**src/rtl/forex_result_if.sv**
```systemverilog
// Bus bundle for forex_result_reader: Avalon-MM host side plus the core's path push side.
// Macro FOREX_RESULT_WEIGHT_EN (see the reader) decides whether path_weight is consumed.
`ifndef PRED_WIDTH
`define PRED_WIDTH 7
`endif

interface forex_result_if #(
    parameter int VERT_W = `PRED_WIDTH + 1
);
    logic              chipselect;
    logic              read;
    logic              write;
    logic [2:0]        address;
    logic [31:0]       writedata;
    logic [31:0]       readdata;
    logic              irq;

    logic              path_valid;
    logic [VERT_W-1:0] path_vertex;
    logic              path_last;
    logic [31:0]       path_weight;
    logic              path_ready;

    modport master (
        output chipselect, read, write, address, writedata,
        output path_valid, path_vertex, path_last, path_weight,
        input  readdata, irq, path_ready
    );

    modport slave (
        input  chipselect, read, write, address, writedata,
        input  path_valid, path_vertex, path_last, path_weight,
        output readdata, irq, path_ready
    );
endinterface

```
**src/rtl/forex_result_reader.sv**
```systemverilog
// FIFO of negative-cycle vertices drained by popping Avalon DATA reads; irq while a whole cycle is buffered.
// Define FOREX_RESULT_WEIGHT_EN to store path_weight per entry and expose the last popped weight at addr 2.
`ifndef PRED_WIDTH
`define PRED_WIDTH 7
`endif

module forex_result_reader #(
    parameter int VERT_W = `PRED_WIDTH + 1,
    parameter int DEPTH  = 16
) (
    input logic           clk,
    input logic           reset,
    forex_result_if.slave bus
);
    localparam int PTR_W = $clog2(DEPTH);
    localparam int CNT_W = $clog2(DEPTH + 1);
    localparam logic [CNT_W-1:0] FULL_CNT = CNT_W'(DEPTH);

    localparam logic [2:0] ADDR_STATUS  = 3'd0;
    localparam logic [2:0] ADDR_DATA    = 3'd1;
    localparam logic [2:0] ADDR_WEIGHT  = 3'd2;
    localparam logic [2:0] ADDR_CONTROL = 3'd3;

    logic [VERT_W-1:0] r_mem_vert [DEPTH];
    logic              r_mem_last [DEPTH];
`ifdef FOREX_RESULT_WEIGHT_EN
    logic [31:0]       r_mem_wt   [DEPTH];
    logic [31:0]       r_weight;
`endif

    logic [PTR_W-1:0] r_wr_ptr;
    logic [PTR_W-1:0] r_rd_ptr;
    logic [CNT_W-1:0] r_count;
    logic [CNT_W-1:0] r_lasts;
    logic             r_overflow;
    logic             r_irq_en;
    logic             r_irq;
    logic [15:0]      r_cycles;
    logic [31:0]      r_readdata;

    logic             w_full;
    logic             w_empty;
    logic             w_wr_ctrl;
    logic             w_flush;
    logic             w_rd;
    logic             w_pop;
    logic             w_push;
    logic             w_drop;
    logic             w_push_last;
    logic             w_pop_last;
    logic             w_irq_en_nxt;
    logic [CNT_W-1:0] w_count_nxt;
    logic [CNT_W-1:0] w_lasts_nxt;
    logic [31:0]      w_weight_rd;
    logic [31:0]      w_rd_word;

    assign w_full  = (r_count == FULL_CNT);
    assign w_empty = (r_count == '0);

    // A write beats a simultaneous read: the read neither pops nor returns data.
    assign w_wr_ctrl = bus.chipselect && bus.write && (bus.address == ADDR_CONTROL);
    assign w_flush   = w_wr_ctrl && bus.writedata[1];
    assign w_rd      = bus.chipselect && bus.read && !bus.write;
    assign w_pop     = w_rd && (bus.address == ADDR_DATA) && !w_empty;

    // Full is the registered value, so a same-cycle pop never makes room for a push.
    assign w_push      = bus.path_valid && !w_full && !w_flush;
    assign w_drop      = bus.path_valid && w_full && !w_flush;
    assign w_push_last = w_push && bus.path_last;
    assign w_pop_last  = w_pop && r_mem_last[r_rd_ptr];

    assign w_irq_en_nxt = w_wr_ctrl ? bus.writedata[0] : r_irq_en;

`ifdef FOREX_RESULT_WEIGHT_EN
    assign w_weight_rd = r_weight;
`else
    assign w_weight_rd = '0;
`endif

    always_comb begin
        w_count_nxt = r_count;
        if (w_flush) begin
            w_count_nxt = '0;
        end else begin
            case ({w_push, w_pop})
                2'b10:   w_count_nxt = r_count + CNT_W'(1);
                2'b01:   w_count_nxt = r_count - CNT_W'(1);
                default: w_count_nxt = r_count;
            endcase
        end
    end

    always_comb begin
        w_lasts_nxt = r_lasts;
        if (w_flush) begin
            w_lasts_nxt = '0;
        end else begin
            w_lasts_nxt = r_lasts + CNT_W'(w_push_last) - CNT_W'(w_pop_last);
        end
    end

    always_comb begin
        w_rd_word = '0;
        if (w_rd) begin
            case (bus.address)
                ADDR_STATUS:  w_rd_word = {r_cycles, 8'(r_count), 4'b0000,
                                           r_irq_en, r_overflow, w_full, !w_empty};
                ADDR_DATA:    if (!w_empty) begin
                                  w_rd_word = {r_mem_last[r_rd_ptr], 1'b1, 30'(r_mem_vert[r_rd_ptr])};
                              end
                ADDR_WEIGHT:  w_rd_word = w_weight_rd;
                ADDR_CONTROL: w_rd_word = {31'b0, r_irq_en};
                default:      w_rd_word = '0;
            endcase
        end
    end

    // Storage array carries no reset; occupancy is tracked by the pointers and count.
    always_ff @(posedge clk) begin
        if (w_push) begin
            r_mem_vert[r_wr_ptr] <= bus.path_vertex;
            r_mem_last[r_wr_ptr] <= bus.path_last;
`ifdef FOREX_RESULT_WEIGHT_EN
            r_mem_wt[r_wr_ptr]   <= bus.path_weight;
`endif
        end
    end

    always_ff @(posedge clk or posedge reset) begin
        if (reset) begin
            r_wr_ptr   <= '0;
            r_rd_ptr   <= '0;
            r_count    <= '0;
            r_lasts    <= '0;
            r_overflow <= 1'b0;
            r_irq_en   <= 1'b0;
            r_irq      <= 1'b0;
            r_cycles   <= '0;
            r_readdata <= '0;
        end else begin
            r_count    <= w_count_nxt;
            r_lasts    <= w_lasts_nxt;
            r_irq_en   <= w_irq_en_nxt;
            r_irq      <= w_irq_en_nxt && (w_lasts_nxt != '0);
            r_readdata <= w_rd_word;
            if (w_flush) begin
                r_wr_ptr   <= '0;
                r_rd_ptr   <= '0;
                r_overflow <= 1'b0;
                r_cycles   <= '0;
            end else begin
                if (w_push) begin
                    r_wr_ptr <= r_wr_ptr + PTR_W'(1);
                end
                if (w_pop) begin
                    r_rd_ptr <= r_rd_ptr + PTR_W'(1);
                end
                if (w_drop) begin
                    r_overflow <= 1'b1;
                end
                if (w_push_last && (r_cycles != 16'hFFFF)) begin
                    r_cycles <= r_cycles + 16'd1;
                end
            end
        end
    end

`ifdef FOREX_RESULT_WEIGHT_EN
    // Weight latch survives a flush; only reset or the next pop changes it.
    always_ff @(posedge clk or posedge reset) begin
        if (reset) begin
            r_weight <= '0;
        end else if (w_pop) begin
            r_weight <= r_mem_wt[r_rd_ptr];
        end
    end
`endif

    assign bus.readdata   = r_readdata;
    assign bus.irq        = r_irq;
    assign bus.path_ready = !w_full;

endmodule

```
**src/flat_wrapper.sv**
```systemverilog
// flat-port wrapper written by rule: the top's interface ports become plain ports
module forex_result_reader_flat 
#(
    parameter int VERT_W = `PRED_WIDTH + 1,
    parameter int DEPTH  = 16
)
  (clk, reset, bus_chipselect, bus_read, bus_write, bus_address, bus_writedata, bus_path_valid, bus_path_vertex, bus_path_last, bus_path_weight, bus_readdata, bus_irq, bus_path_ready);
  forex_result_if #(.VERT_W(VERT_W)) bus_i ();
  input logic clk;
  input logic reset;
  input wire logic [$bits(bus_i.chipselect)-1:0] bus_chipselect;
  input wire logic [$bits(bus_i.read)-1:0] bus_read;
  input wire logic [$bits(bus_i.write)-1:0] bus_write;
  input wire logic [$bits(bus_i.address)-1:0] bus_address;
  input wire logic [$bits(bus_i.writedata)-1:0] bus_writedata;
  input wire logic [$bits(bus_i.path_valid)-1:0] bus_path_valid;
  input wire logic [$bits(bus_i.path_vertex)-1:0] bus_path_vertex;
  input wire logic [$bits(bus_i.path_last)-1:0] bus_path_last;
  input wire logic [$bits(bus_i.path_weight)-1:0] bus_path_weight;
  output wire logic [$bits(bus_i.readdata)-1:0] bus_readdata;
  output wire logic [$bits(bus_i.irq)-1:0] bus_irq;
  output wire logic [$bits(bus_i.path_ready)-1:0] bus_path_ready;
  assign bus_i.chipselect = bus_chipselect;
  assign bus_i.read = bus_read;
  assign bus_i.write = bus_write;
  assign bus_i.address = bus_address;
  assign bus_i.writedata = bus_writedata;
  assign bus_i.path_valid = bus_path_valid;
  assign bus_i.path_vertex = bus_path_vertex;
  assign bus_i.path_last = bus_path_last;
  assign bus_i.path_weight = bus_path_weight;
  assign bus_readdata = bus_i.readdata;
  assign bus_irq = bus_i.irq;
  assign bus_path_ready = bus_i.path_ready;
  forex_result_reader #(.VERT_W(VERT_W), .DEPTH(DEPTH)) u_core (.clk(clk), .reset(reset), .bus(bus_i));
endmodule
```
**config.mk**
```make
export PLATFORM = sky130hd
export DESIGN_NAME = forex_result_reader_flat
export DESIGN_NICKNAME = d
export VERILOG_FILES = /design/src/rtl/forex_result_if.sv /design/src/rtl/forex_result_reader.sv /design/src/flat_wrapper.sv
export SDC_FILE = /design/constraint.sdc
export NUM_CORES = 1
export LEC_CHECK = 0
export ABC_AREA = 1
export CAP_MARGIN = 0
export CORE_MARGIN = 10
export CORE_UTILIZATION = 50
export CTS_CLUSTER_DIAMETER = 150
export DETAILED_ROUTE_END_ITERATION = 12
export MAX_ROUTING_LAYER = met4
export PLACE_DENSITY_LB_ADDON = 0.1
export SLEW_MARGIN = 20
export SYNTH_ARGS = -nofsm -noshare
export SYNTH_HDL_FRONTEND = slang
export SYNTH_SLANG_ARGS = --single-unit
export TNS_END_PERCENT = 50
```
**constraint.sdc**
```tcl
create_clock -name clk -period 2.4 [get_ports clk]
set_input_delay 0.48 -clock clk [delete_from_list [all_inputs] [get_ports clk]]
set_output_delay 0.48 -clock clk [all_outputs]
set_load 0.01 [all_outputs]
```
==> summary.md <==
| Metric | Value |
|---|---|
| Hold crit path type | `in -> async` |
| Die Y | `155.0 um` |
| Pwr per Cell Area | `1085 nW/um^2` |
| Violated checks | `setup timing` |
| Die width | `roughly 150 um` |
| Maximum vdd drop | `between 700 and 800 uV` |
| RSZ-0062 raised after global routing | `true` |
| Synth Area in Adders | `0.02500` |
| Dpl ws | `-0.6587 ns` |
| Gr usage total | `0.1921` |
| Slew HR | `0.5784` |
| Vias per cell | `~5.4` |
| Final setup vio count | `5` |
| FF-to-FF setup slack | `-0.29 ns` |
| Fraction of layout cells with a size suffix above 1 | `0.1896` |
| Post-DP HPWL | `between 15 and 20 mm` |
| Core Footprint | `17960 um^2` |
| CP Max Fanout | `4` |
| Synth Register Bits | `210` |
| Starting Density | `0.5070` |
| Simple logic cell fraction of the synthesized area | `0.2000` |
| Clock Path Buffers | `3` |
| Synthesized area per cell | `10.54 um^2` |
| Seq/Total Area, Yosys | `0.6561` |
| Ranking of synthesized cells by area | `edfxtp_1 (47%), dfrtp_1 (18%), nand2_1 (7.8%), nand3_1 (4.8%), nor2_1 (4.4%)` |
| Synth Area in XOR/XNOR | `0.01539` |
| Share of Yosys cell area claimed by the top area cell type | `0.4748` |
| Main combinational cell family by area after synthesis | `simple AND/OR/NAND/NOR gates` |
| Vias in the first global route | `about 6700` |
| Worst Hold Slack | `0.3847 ns` |
| Finished Layout Cells | `1247` |
| Outcome | `finished with violations` |
| Inserted Clock Buffers | `23` |
| Global route total overflow | `0` |
| Top Ports | `around 120` |
| Cell leakage power | `4.760 nW` |
| CP Class | `reg -> reg` |
| Compound-Gate Fraction of Synth Area | `0.05124` |
| CTS tree | `done` |
| Final period utilization | `1.122` |
| Fin crit period | `2.694 ns` |
| Clock latency on the worst-skew pair | `approximately 0.50 ns` |
| WL/cell | `around 18 um` |
| Via count | `about 6700` |
| Final wirelength | `22.98 mm` |
| Iteration-0 DRC Markers | `570` |
| Arrival time worst endpoint | `about 3.1 ns` |
| Initial antenna violation count | `0` |
| Root buf cell | `clkbuf_16` |
| Largest net degree at the start of global routing | `67` |
| Clock sink total | `210` |
| R2r worst-path depth | `19` |
| Setup TNS | `-0.8036 ns` |
| YS warnings | `0` |
| Clk slew on worst S/H paths | `roughly 0.06 ns` |
| Mapped Cells | `864` |
| Synthesized area | `around 9100 um^2` |
| H-Tree Depth | `1` |
| Setup ws final | `-0.2939 ns` |
| Hold buffers post-CTS | `0` |
| CP Capture Type | `register` |
| Die ar. | `between 20000 and 25000 um^2` |
| First-pass GRT wire length | `between 30 and 40 mm` |
| Filler cells | `~1400` |
| Least-Margin Pin Slew | `0.6304 ns` |
| Area leader, netlist | `edfxtp_1` |
| Max_cap viols | `0` |
| Port Buffer Count | `50` |
| FF-to-FF Start | `u_core.r_rd_ptr[0]` |
| Reg2Reg Capture Point | `u_core.bus.irq` |
| Fin nets | `1101` |
| Layout area overhead | `25.50%` |
| Placed cells | `1190` |
| Pre-antenna DRT Iters | `5` |
| Fin. max-slew vios | `0` |
| GPL Wtd Cong | `0.9073` |
| Floorplan row count | `a little under 50` |
| Setup crit start kind | `register` |
| Required time worst endpoint | `2.77 ns` |
| DRC errors left | `0` |
| Fin. Hold Viols | `0` |
| Clock Skews | `0.009974 ns` |
| Antenna Violating Nets Remaining | `0` |
| Mux share of post-synthesis cell area | `0.001099` |
| Cell variety after synth | `37` |
| N_diodes | `0` |
| Max Clock Freq | `0.3712 GHz` |
-- repair_timing --
action	CTS	global route
gates resized for setup	38	20
gates cloned	1	0
setup buffers	8	7
pin swaps	22	25
setup endpoints to repair	7	8
-- cell families (layout without fill, tap and decap cells) --
| group | Yosys count | after routing |
|---|---|---|
| multiplexers | 1 | 1 |
| adder cells (fa/ha/maj) | 17 | 17 |
| AND/OR/NAND/NOR | 421 | 421 |
| buffers and inverters | 112 | 264 |
| XOR/XNOR | 16 | 16 |
| other | 1 | 3 |
| AO/OA/AOI/OAI | 86 | 86 |
| flip-flops | 210 | 210 |
-- worst max-delay path, cell delays in order, from the launching register on --
cell and delay (ns):
dfrtp_2 0.46, buf_6 0.14, nand2_2 0.04, nand2_1 0.06
nand2_1 0.07, nand3_2 0.10, nand3_2 0.08, nand2_2 0.08
nand2_2 0.07, nor2_4 0.11, ha_4 0.21, inv_2 0.06
ha_4 0.13, inv_2 0.03, fa_2 0.52, inv_2 0.04
o21ai_2 0.11, nand3_1 0.08, nor2_1 0.11, nor2_1 0.05
-- flip-flops by register name, indices dropped and copies added, names as in the netlist --
signal and cells:
u_core.r_overflow 1, u_core.r_lasts 5, u_core.r_mem_last 16, u_core.bus.irq 1
u_core.r_mem_vert 128, u_core.r_wr_ptr 4, u_core.r_count 5, u_core.r_irq_en 1
u_core.r_cycles 16, u_core.r_rd_ptr 4, u_core.bus.readdata 29
-- report_power, final --
part / leakage (nW) / internal (mW) / switching, mW
clock: 0.362 / 2.10 / 1.35
combinational: 2.22 / 1.71 / 2.65
sequential: 2.18 / 4.32 / 0.263
total: 4.76 / 8.13 / 4.27
-- worst max-delay path by stage --
| stage | start | to | slack [ns] | cells after the start |
|---|---|---|---|---|
| floorplan | u_core.r_count[3] | u_core.bus.irq | -0.16 | 20 |
| global placement | bus_address[0] | u_core.bus.irq | -0.61 | 21 |
| detailed placement | bus_address[0] | u_core.bus.irq | -0.66 | 21 |
| CTS | u_core.r_rd_ptr[0] | u_core.bus.irq | -0.32 | 21 |
| global route | u_core.r_rd_ptr[0] | u_core.bus.irq | -0.47 | 19 |
| finish | u_core.r_rd_ptr[0] | u_core.bus.irq | -0.29 | 19 |
-- area by class of cell --
class | count | area, um^2 | share of cell area
Multi-Input combinational cell | 544 | 2883 | 0.2522
Inverter | 76 | 291.5 | 0.02551
Tap cell | 229 | 286.5 | 0.02507
Clock inverter | 12 | 128.9 | 0.01128
Timing Repair Buffer | 146 | 1251 | 0.1095
Sequential cell | 210 | 5977 | 0.5229
Timing Repair inverter | 1 | 3.754 | 0.0003284
Clock buffer | 29 | 608.1 | 0.05320
-- synthesized netlist by cell type (all sizes together) --
| cell | number |
|---|---|
| a21oi | 7 |
| a31oi | 1 |
| and2 | 1 |
| buf | 19 |
| clkbuf | 17 |
| clkinv | 2 |
| conb | 1 |
| dfrtp | 66 |
| edfxtp | 144 |
| fa | 2 |
| ha | 15 |
| inv | 74 |
| mux2i | 1 |
| nand2 | 191 |
| nand3 | 89 |
| nand3b | 8 |
| nand4 | 9 |
| nor2 | 112 |
| nor3 | 8 |
| nor4 | 1 |
| o211ai | 3 |
| o21ai | 53 |
| o22ai | 22 |
| or2 | 2 |
| xnor2 | 1 |
| xor2 | 15 |
-- stage by stage --
step	util	instance area, um^2	total power, mW
after CTS	0.6290	11300	12.23
after detailed placement	0.5767	10360	8.423
after floorplan	-	9150	6.961
after global placement	0.5767	10360	8.297
final	0.6363	11430	12.40
after global routing	0.6363	11430	13.13
-- routing by layer --
metal | track usage | vias up | share of wire
met4 | 0.05893 | 0 | 0.023
met2 | 0.2948 | 242 | 0.47
met3 | 0.04329 | 39 | 0.083
met5 | - | - | 0
li1 | - | 3182 | -
met1 | 0.2506 | 3264 | 0.42
-- layout by cell type, fill, tap and decap left out, types with 2 or more instances in the layout --
cell type	Yosys	layout
o21ai_2	0	2
buf_4	3	91
nand2_2	1	16
nor2_2	3	4
ha_4	0	4
conb_1	1	3
o21ai_0	53	51
nor2_1	106	104
nor2_4	2	3
ha_1	15	11
a21oi_1	7	5
o211ai_1	3	3
clkinv_1	2	6
clkbuf_16	0	23
nand4_1	8	8
nand3_1	88	76
nand3b_1	8	8
nand2_1	190	175
buf_6	2	4
inv_2	4	12
clkinv_2	0	5
bufinv_16	0	3
nand3_2	1	12
clkbuf_1	17	5
edfxtp_1	144	144
clkdlybuf4s50_1	0	49
dfrtp_1	66	65
xor2_1	15	15
or2_2	2	2
inv_1	70	62
nor3_1	7	7
o22ai_1	22	22
(Power assumes the default switching activity.)
